## src/rtl/div_16bit_pkg.sv

```systemverilog
// Shared definitions for the iterative divider: operand width, iteration count
// and the controller state encoding.
package div_16bit_pkg;

   localparam int WIDTH_DEF  = 16;
   localparam int ITER_COUNT = 16;
   localparam int CNT_W      = 5;
   localparam logic [CNT_W-1:0] LAST_ITER = CNT_W'(ITER_COUNT - 1);

   typedef enum logic [1:0] {
      ST_IDLE = 2'd0,
      ST_RUN  = 2'd1,
      ST_DONE = 2'd2
   } state_t;

endpackage

```

## src/rtl/div_16bit_adder.sv

```systemverilog
// Plain 16-bit ripple-carry adder; the divider uses it as the trial subtractor.
module adder_16bit (
   input  logic [15:0] a,
   input  logic [15:0] b,
   input  logic        cin,
   output logic [15:0] sum,
   output logic        cout
);

   logic [16:0] carry;

   always_comb begin
      sum      = '0;
      carry    = '0;
      carry[0] = cin;
      for (int i = 0; i < 16; i++) begin
         sum[i]     = a[i] ^ b[i] ^ carry[i];
         carry[i+1] = (a[i] & b[i]) | (carry[i] & (a[i] ^ b[i]));
      end
   end

   assign cout = carry[16];

endmodule

```

## src/rtl/div_16bit.sv

```systemverilog
// Unsigned 16-bit restoring divider: fixed 16-cycle run, one-cycle done pulse,
// divide-by-zero resolved immediately. Results only change on completion.
module div_16bit
   import div_16bit_pkg::*;
#(
   parameter int WIDTH = WIDTH_DEF
) (
   input  logic             clk,
   input  logic             rst_n,
   input  logic             start,
   input  logic [WIDTH-1:0] dividend,
   input  logic [WIDTH-1:0] divisor,
   output logic [WIDTH-1:0] quotient,
   output logic [WIDTH-1:0] remainder,
   output logic             busy,
   output logic             done,
   output logic             div_by_zero,
   output state_t           dbg_state
);

   state_t           state_q, state_d;
   logic [WIDTH-1:0] rem_q, rem_d;
   logic [WIDTH-1:0] sh_q, sh_d;
   logic [WIDTH-1:0] dvs_q, dvs_d;
   logic [CNT_W-1:0] cnt_q, cnt_d;
   logic [WIDTH-1:0] quo_q, quo_d;
   logic [WIDTH-1:0] remo_q, remo_d;
   logic             dbz_q, dbz_d;

   logic [WIDTH:0]   partial;
   logic [WIDTH-1:0] diff_lo;
   logic             carry_lo;
   logic             trial_ok;
   logic [WIDTH-1:0] step_rem;
   logic [WIDTH-1:0] step_sh;
   logic             accept;

   // The shifted partial remainder is 17 bits wide so divisors above 16'h8000
   // are handled; bit 16 is a full-adder cell with the inverted-zero operand (1).
   assign partial = {rem_q, sh_q[WIDTH-1]};

   adder_16bit u_sub (
      .a    (partial[WIDTH-1:0]),
      .b    (~dvs_q),
      .cin  (1'b1),
      .sum  (diff_lo),
      .cout (carry_lo)
   );

   assign trial_ok = (partial[WIDTH] & 1'b1) | (carry_lo & (partial[WIDTH] ^ 1'b1));
   assign step_rem = trial_ok ? diff_lo : partial[WIDTH-1:0];
   assign step_sh  = {sh_q[WIDTH-2:0], trial_ok};
   assign accept   = start && (state_q != ST_RUN);

   always_comb begin
      state_d = state_q;
      rem_d   = rem_q;
      sh_d    = sh_q;
      dvs_d   = dvs_q;
      cnt_d   = cnt_q;
      quo_d   = quo_q;
      remo_d  = remo_q;
      dbz_d   = dbz_q;
      case (state_q)
         ST_RUN: begin
            rem_d = step_rem;
            sh_d  = step_sh;
            cnt_d = cnt_q + 1'b1;
            if (cnt_q == LAST_ITER) begin
               state_d = ST_DONE;
               quo_d   = step_sh;
               remo_d  = step_rem;
            end
         end
         default: begin
            state_d = ST_IDLE;
            if (accept) begin
               rem_d = '0;
               sh_d  = dividend;
               dvs_d = divisor;
               cnt_d = '0;
               dbz_d = 1'b0;
               if (divisor == '0) begin
                  state_d = ST_DONE;
                  dbz_d   = 1'b1;
                  quo_d   = '1;
                  remo_d  = dividend;
               end else begin
                  state_d = ST_RUN;
               end
            end
         end
      endcase
   end

   always_ff @(posedge clk) begin
      if (!rst_n) begin
         state_q <= ST_IDLE;
         rem_q   <= '0;
         sh_q    <= '0;
         dvs_q   <= '0;
         cnt_q   <= '0;
         quo_q   <= '0;
         remo_q  <= '0;
         dbz_q   <= 1'b0;
      end else begin
         state_q <= state_d;
         rem_q   <= rem_d;
         sh_q    <= sh_d;
         dvs_q   <= dvs_d;
         cnt_q   <= cnt_d;
         quo_q   <= quo_d;
         remo_q  <= remo_d;
         dbz_q   <= dbz_d;
      end
   end

   assign quotient    = quo_q;
   assign remainder   = remo_q;
   assign busy        = (state_q == ST_RUN);
   assign done        = (state_q == ST_DONE);
   assign div_by_zero = dbz_q;
   assign dbg_state   = state_q;

endmodule

```

## config.mk

```make
export PLATFORM = sky130hd
export DESIGN_NAME = div_16bit
export DESIGN_NICKNAME = d
export VERILOG_FILES = /design/src/rtl/div_16bit_pkg.sv /design/src/rtl/div_16bit_adder.sv /design/src/rtl/div_16bit.sv
export SDC_FILE = /design/constraint.sdc
export NUM_CORES = 1
export LEC_CHECK = 0
export ABC_AREA = 1
export ABC_CLOCK_PERIOD_IN_PS = 8400
export CORE_MARGIN = 4
export CORE_UTILIZATION = 53
export CTS_CLUSTER_SIZE = 14
export DETAILED_ROUTE_END_ITERATION = 8
export GPL_TIMING_DRIVEN = 0
export MAX_ROUTING_LAYER = met4
export PLACE_DENSITY = 0.91
export SLEW_MARGIN = 20
export SYNTH_ARGS = -nofsm -noshare
export SYNTH_HDL_FRONTEND = slang
export SYNTH_SLANG_ARGS = --single-unit
```

## constraint.sdc

```tcl
create_clock -name clk -period 8.4 [get_ports clk]
set_input_delay 2.52 -clock clk [delete_from_list [all_inputs] [get_ports clk]]
set_output_delay 2.52 -clock clk [all_outputs]
set_load 0.03 [all_outputs]
```

Word level (Yosys, flattened, before mapping)
Cells that the tools add are included.
- output and inout bits: 37
- logic and storage cells: 124
- register bits: 88
- $add $sub $neg: 1
- multiplexer cells: 20
- bitwise logic cells: 84
- eq/ne operators: 5
- reduce and logical (&&, ||, !) cells: 6
- operators by type and width (operator ; number):
    two-way mux 16 bit ; 13
    AND 1 bit ; 32
    bitwise XOR 1 bit ; 31
    OR 1 bit ; 17
    zero test 16 bit ; 1
    NOT 16 bit ; 1
    two-way mux 5 bit ; 2
    two-way mux 2 bit ; 4
    adder 5 x 1 -> 5 bit, second input constant ; 1
    == test 5 x 4 -> 1 bit, second input constant ; 1
    inequality test 2 x 1 -> 1 bit, second input constant ; 2
    nonzero test 2 bit ; 2
    NOT 1 bit ; 3
    AND reduction 3 bit ; 1
    == test 2 x 1 -> 1 bit, second input constant ; 1
    == test 2 bit, second input constant ; 1
    AND reduction 2 bit ; 1
    logical AND 1 bit ; 1
    two-way mux 1 bit ; 1

Depth between registers and ports, before layout
- depth in word-level cells: 38
- gate-level depth with buffers: 29

Cells and area by module
From an unflattened synthesis, not the netlist that was laid out.
- cell total of the unflattened synthesis: 630
- area total of the unflattened synthesis: 4679.5 um2
- modules (own cells, without submodules) (module ; cells each ; area each (um2) ; times used ; sequential area each (um2)):
    div_16bit ; 604 ; 4321.6 ; 1 ; 1761.7
    adder_16bit ; 26 ; 357.8 ; 1 ; 0.0

Worst setup path before layout
OpenSTA, ideal clock, no wires.
- path type: flip-flop to flip-flop
- start: register sh_q[15]
- end: register remo_q[10] (netlist: remainder[10])
- library setup time: 0.115 ns
- arrival time: 6.363 ns
- cell stages (with the launch flop): 30
- path slack: 1.922 ns
- clock period less this slack: 6.478 ns
- path through: dfxtp_1 -> inv_1 -> ha_1 -> inv_1 -> fa_1 -> fa_1 -> fa_1 -> fa_1 -> fa_1 -> fa_1 -> fa_1 -> inv_1 -> fa_1 -> inv_1 -> fa_1 -> fa_1 -> fa_1 -> fa_1 -> fa_1 -> inv_1 -> fa_1 -> fa_1 -> nand2_2 -> inv_1 -> nor2_2 -> buf_4 -> nand2_1 -> nand3_1 -> a21oi_1 -> nor2_1
- cells in the longest elaborated chain, start to end: 37
- elaborated cells between the ends (all ways): 39
- those cells by class: 3 x mux; 36 x bitwise
- ends and longest elaborated chain (what ; line ; source):
    start, declared ; div_16bit.sv:23 ; logic [WIDTH-1:0] sh_q, sh_d;
    start signal, assigned ; div_16bit.sv:100 ; sh_q <= '0;
    start signal, assigned ; div_16bit.sv:109 ; sh_q <= sh_d;
    AND 1 bit / bitwise XOR 1 bit (equally long branches) ; div_16bit_adder.sv:18 ; carry[i+1] = (a[i] & b[i]) | (carry[i] & (a[i] ^ b[i]));
    OR 1 bit (*) ; div_16bit_adder.sv:18 ;
    AND 1 bit (*) ; div_16bit_adder.sv:18 ;
    OR 1 bit (*) ; div_16bit_adder.sv:18 ;
    AND 1 bit (*) ; div_16bit_adder.sv:18 ;
    OR 1 bit (*) ; div_16bit_adder.sv:18 ;
    AND 1 bit (*) ; div_16bit_adder.sv:18 ;
    OR 1 bit (*) ; div_16bit_adder.sv:18 ;
    [21 not listed] ; - ;
    OR 1 bit ; div_16bit_adder.sv:18 ;
    AND 1 bit ; div_16bit_adder.sv:18 ;
    OR 1 bit ; div_16bit_adder.sv:18 ;
    AND 1 bit ; div_16bit.sv:50 ; assign trial_ok = (partial[WIDTH] & 1'b1) | (carry_lo & (partial[WIDTH] ^ 1'b1));
    OR 1 bit ; div_16bit.sv:50 ;
    two-way mux 16 bit (*) ; div_16bit.sv:51 ; assign step_rem = trial_ok ? diff_lo : partial[WIDTH-1:0];
    two-way mux 16 bit (*) ; div_16bit.sv:69 ; if (cnt_q == LAST_ITER) begin
    two-way mux 16 bit (*) ; div_16bit.sv:64 ; case (state_q)
    end signal, assigned ; div_16bit.sv:113 ; remo_q <= remo_d;
    end, declared ; div_16bit.sv:27 ; logic [WIDTH-1:0] remo_q, remo_d;
Every way passes the cells marked *; elsewhere a longest branch is shown, timed or not. The select of a mux whose other input is x is not followed.
A chain may end at the register's enable or synchronous reset.

Worst setup path after layout
- start: register sh_q[15]
- end: register remo_q[4] (netlist: remainder[4])
- cells in the longest elaborated chain, start to end: 37
- elaborated cells between the ends (all ways): 39
- those cells by class: 3 x mux; 36 x bitwise
- ends and longest elaborated chain (what ; line):
    AND 1 bit / bitwise XOR 1 bit (equally long branches) ; div_16bit_adder.sv:18
    OR 1 bit (*) ; div_16bit_adder.sv:18
    AND 1 bit (*) ; div_16bit_adder.sv:18
    OR 1 bit (*) ; div_16bit_adder.sv:18
    AND 1 bit (*) ; div_16bit_adder.sv:18
    OR 1 bit (*) ; div_16bit_adder.sv:18
    AND 1 bit (*) ; div_16bit_adder.sv:18
    OR 1 bit (*) ; div_16bit_adder.sv:18
    [21 not listed] ; -
    OR 1 bit ; div_16bit_adder.sv:18
    AND 1 bit ; div_16bit_adder.sv:18
    OR 1 bit ; div_16bit_adder.sv:18
    AND 1 bit ; div_16bit.sv:50
    OR 1 bit ; div_16bit.sv:50
    two-way mux 16 bit (*) ; div_16bit.sv:51
    two-way mux 16 bit (*) ; div_16bit.sv:69
    two-way mux 16 bit (*) ; div_16bit.sv:64
Marked as above.

==> results.md <==
- The total of max-cap violations is 0.
- The number of top-level design ports is 72.
- Once layout is done, the placed cells without fillers occupy about 5300 sq um.
- The cell sitting at the root of the clock tree is a clkbuf_8.
- The ratio of final minimum period to clock period is 85.60%.
- Setup repair after global routing left no endpoint under its margin.
- For this run, the top clock speed supported by timing is approximately 140 MHz.
- The share of the synthesized area in the top cell type is 41.23%.
- The data required time of the critical path is 8.66 ns.
- For the worst setup path, the data arrival time is about 7.5 ns.
- The final-report hold violation count came to 0.
- Summing every instance area after synthesis gives 4273 sq um.
- Cells with a size suffix above 1 make up 7.855% of the layout.
- The run finished with clean final reports.
- The floorplan step set the die width to 97.79 microns.
- The count of cells resized by post-cts repair is 0.
- The actual transition at the worst max-transition pin is approximately 0.6 ns.
- The clock-pin transition on the worst setup and hold timing paths is roughly 0.090 ns.
- The path class of the tightest hold or removal check is reg -> reg.
- The detailed router used layers up to and including met4.
- The total number of placement rows is 32.
- The critical path in this run is classified as reg -> reg.
- Counting every instance in the synthesized netlist gives 576.
- Synthesis produced a netlist with a net count of 629.
- Once the floorplan was initialized, standard cells occupied 55.01% of the core.
- The post-CTS setup buffer count is 0.
- The routability congestion estimate is 0.9187.
- The minimum hold slack is roughly 0.47 ns.
- The wire length after detailed routing is 11850 microns.
- The number of slew-limit violations in the final report came to 0.
- The worst hold path passes through 2 cells.
- The total core area is 7767 sq um.
- After detailed routing, the met3 layer carries 1033 microns of wire.
- Setup violations remaining at the end of the flow were counted as 0.
- The area of the die is 9563 sq um.
- The area growth from synthesis to layout is 24.19%.
- For this run, the slowest stage of the critical path takes slightly above 0.4 ns.
- A synthesized cell averages 7.418 sq um.
- After detailed routing, the met2 layer carries 5513 microns of wire.
- STA classifies the critical path endpoint as a flop.
- TritonCTS built the clock tree.
- The worst register-to-register path has a depth of 29.
- Once placement finished, the instance area stood at 5101 sq um.
- After synthesis, flip-flops and latches occupy 41.23% of the total area.
- The overall fraction of global-route tracks in use is 25.62%.
- The total via count after detailed routing is 4173.
- The final global-route overflow total is 0.
- No sink is reached through more buffers than the 2 on the longest clock path.
- Measured along the y axis, the die boundary spans 97.79 microns.
- The initial DRC count is about 310.
- The half-perimeter wire length of the detailed placement result is around 9000 microns.
- The critical path's slowest cell is fa_1.
- The number of buffers created by CTS is 9.
- Setup total negative slack on the finished layout was measured at 0 ns.
- The detailed-router iteration count before antenna repair is 5.
- The net count of the finished layout is 710.
- The number of warnings issued by yosys is 0.
- The total of flip-flops plus latches after synthesis is 88.
- The number of nets with antenna violations after detailed routing is 0.
- The critical path's most frequent cell is fa_1.
- The worst-path maximum fanout is 10.
- The worst max-slew margin expressed relative to the limit is 60.94%.
- The wire length on met1 is ~5000 microns.
- Counting distinct cell types in the post-synthesis netlist gives 29.
- Hold repair after CTS inserted 0 buffers.
- The final period demand of the worst path is 7.191 ns.
- The analysis attributes to cell leakage a power of 2.341 nW.
- The non-filler instance count after layout is ~760.
- Ranked by total cell area, the synthesized netlist is headed by dfxtp_1 41%, nand2_1 13%, fa_1 7.0%.
- The clock sink total is 88.
- The power density normalized to cell area is roughly 170 nW/um^2.
- The via density per instance is 5.462.
- The pin count of the biggest net entering global routing is 16.
- On the final layout, the worst clock skew is approximately 0.011 ns.
- The top cell type by total area after synthesis is dfxtp_1.
- The number of cells after detailed placement is about 750.
- At the later pin of the worst-skew pair, clock insertion delay measures 0.36 ns.
- The average wire per standard cell is 15.51 microns.
- The via count of the first global-routing pass is 4095.
- The number of antenna cells inserted is 0.
- The number of remaining DRC errors is 0.
- The number of input and output port buffers inserted is 70.
- The type of origin of the critical path is a flop.
- The number of H-tree levels is 3.
- The wire length of the first global-routing pass is 19300 microns.
- The maximum ir drop on the vdd rail is ~0.087 mV.
- The number of antenna violations at the first check in global routing is 0.
- The setup slack on the worst flop-to-flop path is 1.21 ns.
==> routing by layer <==
layer | track usage, % | vias to the layer above
li1 | - | 2008
met1 | 32.27 | 1934
met2 | 41.17 | 197
met3 | 4.500 | 34
met4 | 10.01 | 0
met5 | - | -
==> path summary, 6_finish.rpt <==
kind / startpoint / endpoint
min reg2reg: sh_q[1]$_SDFFE_PN0N_ / sh_q[1]$_SDFFE_PN0N_
min: sh_q[1]$_SDFFE_PN0N_ / sh_q[1]$_SDFFE_PN0N_
max reg2reg: sh_q[15]$_SDFFE_PN0N_ / remainder[4]$_SDFFE_PN0P_
max: sh_q[15]$_SDFFE_PN0N_ / remainder[4]$_SDFFE_PN0P_
==> flip-flops by register name (all words and copies together), names as in the netlist <==
register,count
rem_q,16
cnt_q,5
div_by_zero,1
quotient,16
sh_q,16
remainder,16
dvs_q,16
dbg_state,2
==> cell usage after synthesis <==
library cell,count
nor2_2,2
buf_2,19
nand2_2,3
nor2_4,2
buf_4,4
inv_2,2
nand3_1,14
o21bai_1,15
nand3_2,1
buf_6,2
inv_1,67
o21ai_1,1
a221oi_1,1
o21a_1,1
a211oi_1,1
fa_1,15
a31oi_1,14
dfxtp_1,88
ha_1,3
nand4_1,15
nand2_1,145
buf_1,2
nand3b_1,14
o22ai_1,1
nor2_1,50
a21oi_1,51
o21ai_0,32
clkbuf_1,10
or2_2,1
==> critical path, delay by kind of cell, from the launching register on <==
family | cells | cell delay, ns
AOI/OAI and AO/OA | 1 | 0.17
adders and majority gates | 16 | 5.43
buffers and inverters | 7 | 0.70
DFF | 1 | 0.33
and+or+nand+nor | 5 | 0.47
==> report_power, final <==
group	internal, mW	switching (mW)
Sequential	0.434	0.0110
Combinational	0.0650	0.106
Clock	0.147	0.157
==> cell families after synthesis <==
| logic type | count (synthesis) | share of synthesized area (%) |
|---|---|---|
| simple gates | 247 | 25.07 |
| flops | 88 | 41.23 |
| fa+ha+maj | 18 | 7.906 |
| compound gates | 117 | 15.23 |
| buf+inv | 106 | 10.57 |
==> layout make-up <==
class	instances	area, sq um
fill	679	2461
inverter	69	259.0
sequential	88	1762
clock buffer	10	137.6
timing repair buffer	70	700.7
multi-input combinational	382	2059
tap	102	127.6
buffer	37	192.7
clock inverter	6	67.56
==> placed cells by master, fill, tap and decap left out, types with 3 or more instances in the layout <==
cell type,instances
nand2_1,145
dfxtp_1,88
clkdlybuf4s50_1,70
inv_1,67
a21oi_1,51
nor2_1,50
o21ai_0,32
buf_2,19
nand4_1,15
o21bai_1,15
fa_1,15
a31oi_1,14
nand3_1,14
nand3b_1,14
clkbuf_1,10
clkbuf_8,10
buf_4,4
nand2_2,3
ha_1,3
==> metrics by stage <==
stage	total power, mW	util [%]	setup WS, ns
after floorplan	0.5603	-	1.922
after global placement	0.6141	65.67	1.426
after detailed placement	0.6215	65.67	1.302
after CTS	0.9161	68.32	1.268
after global routing	0.9602	68.32	0.8881
final	0.9197	68.32	1.209
(Power assumes the default switching activity.)
